--- src/rtl/period_meter.sv ---
// period_meter: measures the interval between rising edges of an asynchronous
// event line in whole milliseconds, with a one-cycle valid strobe and overflow flag.
module period_meter #(
    parameter int CLK_PER_MS  = 100000,
    parameter int MS_WIDTH    = 16,
    parameter int SYNC_STAGES = 2
) (
    input  logic                clk,
    input  logic                rst,
    input  logic                enable,
    input  logic                event_in,
    output logic [MS_WIDTH-1:0] period_ms,
    output logic                valid,
    output logic                overflow,
    output logic                busy
);
    localparam int PW = (CLK_PER_MS > 1) ? $clog2(CLK_PER_MS) : 1;
    localparam logic [PW-1:0] PRE_MAX = PW'(CLK_PER_MS - 1);
    localparam logic [MS_WIDTH-1:0] MS_MAX = '1;
    localparam logic [0:0] S_IDLE = 1'b0;
    localparam logic [0:0] S_MEAS = 1'b1;

    logic [SYNC_STAGES-1:0] r_sync;
    logic                   r_dly;
    logic [0:0]             r_state;
    logic [PW-1:0]          r_pre;
    logic [MS_WIDTH-1:0]    r_ms;
    logic                   r_ovf;
    logic [MS_WIDTH-1:0]    r_period;
    logic                   r_valid;
    logic                   r_overflow;
    logic                   w_rise;
    logic                   w_wrap;
    logic                   w_ms_sat;

    assign w_rise    = r_sync[SYNC_STAGES-1] & ~r_dly;
    assign w_wrap    = r_pre == PRE_MAX;
    assign w_ms_sat  = r_ms == MS_MAX;
    assign period_ms = r_period;
    assign valid     = r_valid;
    assign overflow  = r_overflow;
    assign busy      = r_state == S_MEAS;

    always_ff @(posedge clk or posedge rst) begin
        if (rst) begin
            r_sync <= '0;
            r_dly  <= 1'b0;
        end else begin
            r_sync <= {r_sync[SYNC_STAGES-2:0], event_in};
            r_dly  <= r_sync[SYNC_STAGES-1];
        end
    end

    always_ff @(posedge clk or posedge rst) begin
        if (rst) begin
            r_state    <= S_IDLE;
            r_pre      <= '0;
            r_ms       <= '0;
            r_ovf      <= 1'b0;
            r_period   <= '0;
            r_valid    <= 1'b0;
            r_overflow <= 1'b0;
        end else begin
            r_valid <= 1'b0;
            // enable low wins over a coincident rise and discards the interval
            if (!enable) begin
                r_state <= S_IDLE;
                r_pre   <= '0;
                r_ms    <= '0;
                r_ovf   <= 1'b0;
            end else if (r_state == S_IDLE) begin
                r_pre <= '0;
                r_ms  <= '0;
                r_ovf <= 1'b0;
                if (w_rise)
                    r_state <= S_MEAS;
            end else if (w_rise) begin
                // a wrap in the capture cycle completes the final millisecond
                r_period   <= (w_wrap && !w_ms_sat) ? r_ms + 1'b1 : r_ms;
                r_overflow <= r_ovf | (w_wrap & w_ms_sat);
                r_valid    <= 1'b1;
                r_pre      <= '0;
                r_ms       <= '0;
                r_ovf      <= 1'b0;
            end else begin
                r_pre <= w_wrap ? '0 : r_pre + 1'b1;
                if (w_wrap && w_ms_sat)
                    r_ovf <= 1'b1;
                else if (w_wrap)
                    r_ms <= r_ms + 1'b1;
            end
        end
    end
endmodule

--- config.mk ---
export PLATFORM = sky130hd
export DESIGN_NAME = period_meter
export DESIGN_NICKNAME = d
export VERILOG_FILES = /design/src/rtl/period_meter.sv
export SDC_FILE = /design/constraint.sdc
export NUM_CORES = 1
export LEC_CHECK = 0
export ABC_AREA = 1
export BUFFER_PORTS_ARGS = -buffer_cell sky130_fd_sc_hd__buf_2
export CAP_MARGIN = 20
export CORE_MARGIN = 2
export CORE_UTILIZATION = 50
export DETAILED_ROUTE_END_ITERATION = 6
export HOLD_SLACK_MARGIN = 0.06
export PLACE_DENSITY = 0.69
export SLEW_MARGIN = 0
export SYNTH_ARGS = -nofsm -noshare
export SYNTH_HDL_FRONTEND = slang
export SYNTH_SLANG_ARGS = --single-unit
--- constraint.sdc ---
create_clock -name clk -period 1.9 [get_ports clk]
set_clock_uncertainty 0.05 [all_clocks]
set_input_delay 0.57 -clock clk [delete_from_list [all_inputs] [get_ports clk]]
set_output_delay 0.57 -clock clk [all_outputs]
set_load 0.005 [all_outputs]
==> results.md <==
- Status: completed
- Final hold violation count: 0
- Tmin final: 1.72 ns
- Int Power: 1.48 mW
- Post-synth top area share: 0.459
- Startpoint Class: flip-flop
- Crit-path slowest cell: dfrtp_1
- Routed wire length: 5940 um
- Filler Cells Inserted: 578
- Post-DP HPWL: 4500 um
- Net Sw Frac: 0.233
- Power, Total: 1.93 mW
- # nets final: 443
- Width of the die: 82.1 um
- DRC Markers: 0
- Die ar.: 6740 um2
- Fmax achieved: 582 MHz
- First-pass GRT wire length: 10,200 um
- CP peak stage delay: 0.42 ns
- Hold WS: 0.229 ns
- CP endpoint kind: flip-flop
- Synth Cell Area: 3050 um2
- Sum of negative setup slack: 0 ns
- CP Max Fanout: 7
- Io pins: 23
- P&R area growth vs syn: 12.5%
- Vias in the first global route: 2,418
- Crit path arrival time: 1.89 ns
- Routed length per placed instance: 11.6 um
- ANT nets after route: 0
- Synth warnings: 0
- Design area: 3430 um2
- Sequential area share after synthesis: 0.459
- Synth area leader: dfrtp_1
- NetSw: 0.448 mW
- DRT iter0 DRCs: 105
- GPL Wtd Cong: 0.878
- Data required, critical path: 2.07 ns
- Antenna violations before repair: 0
- Most common cell on crit path: nand2_1
- Vias per inst: 4.94
- Pin count of the biggest net entering global routing: 23
- Reg2Reg Setup Slack: 0.18 ns
- Hold buffer count at CTS: 0
- DRT Pass-1 Iters: 4
- Peak supply drop: 291 uV
- CTS buffer count: 5
- Rows: 28
- CTS clock-pin slew for the worst setup and hold paths: 0.11 ns
- Seq cells post-synth: 56
- Syn_nets: 407
- Setup violations, final: 0
- Least-Margin Pin Slew: 0.502 ns
- Syn Area/Cell: 7.61 um2
- RSZ-0062 raised after global routing: false
- Worst-case clock buffer depth: 2
- Relative slew slack: 0.664
- Post-Synthesis Cells: 401
- Period utilization: 0.905
- DR vias: 2,534
- Core Area: 5920 um2
- Worst setup path class: flip-flop to flip-flop
- Clk_lat worst skew: 0.31 ns
- Clock share of power: 0.343
- Distinct cells, synth: 29
- Gr usage total: 0.193
- Synth area leaders: dfrtp_1 46%, nand2_1 18%, nor2_1 6.0%
- Share of cells above drive strength 1: 0.189
- Sequential share of power: 0.623
- Placed standard-cell area: 3330 um2
- Initial Util: 0.515
- H-tree depth: 2
- Critical Path, Cell by Cell: ha_1, nand3_2, inv_2, nand2_4, clkinv_2, nand2_1, nand3_2, buf_4, nand2_1, nand2_2, nand2_1, nand2_1
- TritonCTS clock tree: done
- Total of max-cap violations: 0
- Clk sinks: 56
- GRT Residual Overflow: 0
- Finished Core Util: 0.580
- Final Slew Violations: 0
- Port bufs: 22
- Ant diodes: 0
- Static Leak: 1.89 nW
- HP Class: primary input to asynchronous set/reset pin
- Combinational share of power: 0.034
- Root Buffer: clkbuf_8
- DIE HEIGHT: 82.1 um
- P per Cell Area: 562 nW/um2
repair_timing:
action / 4_1_cts / 5_1_grt
resized for setup: 0 / 1
endpoints found under the setup margin: 0 / 4
buffers inserted: 0 / 1
worst paths after layout:
kind                                startpoint                       end  depth (start not counted)
max                        r_ms[0]$_DFFE_PP0P_  period_ms[6]$_DFFE_PP0P_                         12
min                                        rst        r_pre[2]$_DFF_PP0_                          2
max reg2reg                r_ms[0]$_DFFE_PP0P_  period_ms[6]$_DFFE_PP0P_                         12
min reg2reg                r_sync[0]$_DFF_PP0_       r_sync[1]$_DFF_PP0_                          0
max in group asynchronous                  rst       r_ms[9]$_DFFE_PP0P_                          3
min in group clk                      event_in       r_sync[0]$_DFF_PP0_                          1
kinds of logic (layout without fill, tap and decap cells):
logic type | after synthesis | after routing | share of synthesized area
AOI/OAI and AO/OA | 29 | 29 | 0.0517
xor gates and xnor gates | 10 | 10 | 0.0287
adders and majority gates | 2 | 2 | 0.00820
buffers and inverters | 46 | 83 | 0.0672
DFF | 56 | 56 | 0.459
and+or+nand+nor | 258 | 258 | 0.385
cell usage after synthesis:
library cell    n
nand3_1        20
a21oi_1        17
a21oi_2         1
buf_6           2
clkinv_2        1
o211a_1         1
nand3b_1        1
nor2_1         49
ha_1            2
nand4_1         5
inv_2           6
nor3_1          6
xnor2_1         2
nand2_2         5
a31oi_1         1
buf_12          1
nand3_2         3
nand2_4        11
clkbuf_1        2
o21ai_0         8
dfrtp_1        56
inv_1          32
clkinv_1        2
nor2_4          2
nand2_1       145
a211oi_1        1
xor2_1          8
nor2_2         10
nor3b_1         1
metal layers:
layer  track usage  vias up  part of all wire
met5             0        -                 0
met1         0.228     1192              0.46
met2         0.360       22              0.51
li1              -     1314                 -
met4        0.0517        0            0.0093
met3        0.0326        6             0.017
sequential cells by signal (all words and copies together), names as in the netlist:
signal	flops
r_sync	2
r_ovf	1
r_dly	1
valid	1
r_ms	16
r_pre	17
busy	1
overflow	1
period_ms	16
power groups by stage:
stage | Clock, mW | Combinational (mW) | Sequential (mW)
4_1_cts | 0.684 | 0.0688 | 1.20
6_report | 0.662 | 0.0656 | 1.20
2_1_floorplan | 0 | 0.0367 | 1.22
3_3_place_gp | 0 | 0.0685 | 1.22
5_1_grt | 0.740 | 0.0763 | 1.20
3_5_place_dp | 0 | 0.0688 | 1.22
cell type report:
cell class | count | area (um2) | area share
timing repair buffer | 34 | 238 | 0.0693
clock buffer | 5 | 68.8 | 0.0201
inverter | 41 | 159 | 0.0463
clock inverter | 3 | 21.3 | 0.00620
sequential | 56 | 1400 | 0.408
multi-input combinational | 299 | 1450 | 0.423
tap | 75 | 93.8 | 0.0273
cells in the final DEF (no fill, tap or decap), types with 3 or more instances in the layout:
master    Yosys  routed
nand2_1     145     145
nand2_2       5       5
xor2_1        8       8
o21ai_0       8       8
a21oi_1      17      17
inv_1        32      31
nor2_1       49      49
nand2_4      11      11
inv_2         6       6
buf_2         0      22
nor2_2       10      10
dfrtp_1      56      56
nand3_1      20      19
nor3_1        6       6
buf_4         0       9
nand4_1       5       5
buf_12        1       3
nand3_2       3       4
clkbuf_8      0       5
through the flow:
| stage | setup slack [ns] | std cells |
|---|---|---|
| detailed placement | 0.166 | 504 |
| global route | 0.0158 | 513 |
| floorplan | 0.210 | 401 |
| CTS | 0.146 | 512 |
| global placement | 0.219 | 504 |
| finish | 0.181 | 513 |
worst max-delay path, delay by kind of cell (launching register included):
kind                       cells  cell delay (ns)
adders and majority gates      1             0.25
DFF                            1             0.42
buffers and inverters          3             0.29
and+or+nand+nor                8             0.62
Note: power is estimated with default switching activity, not from simulation.
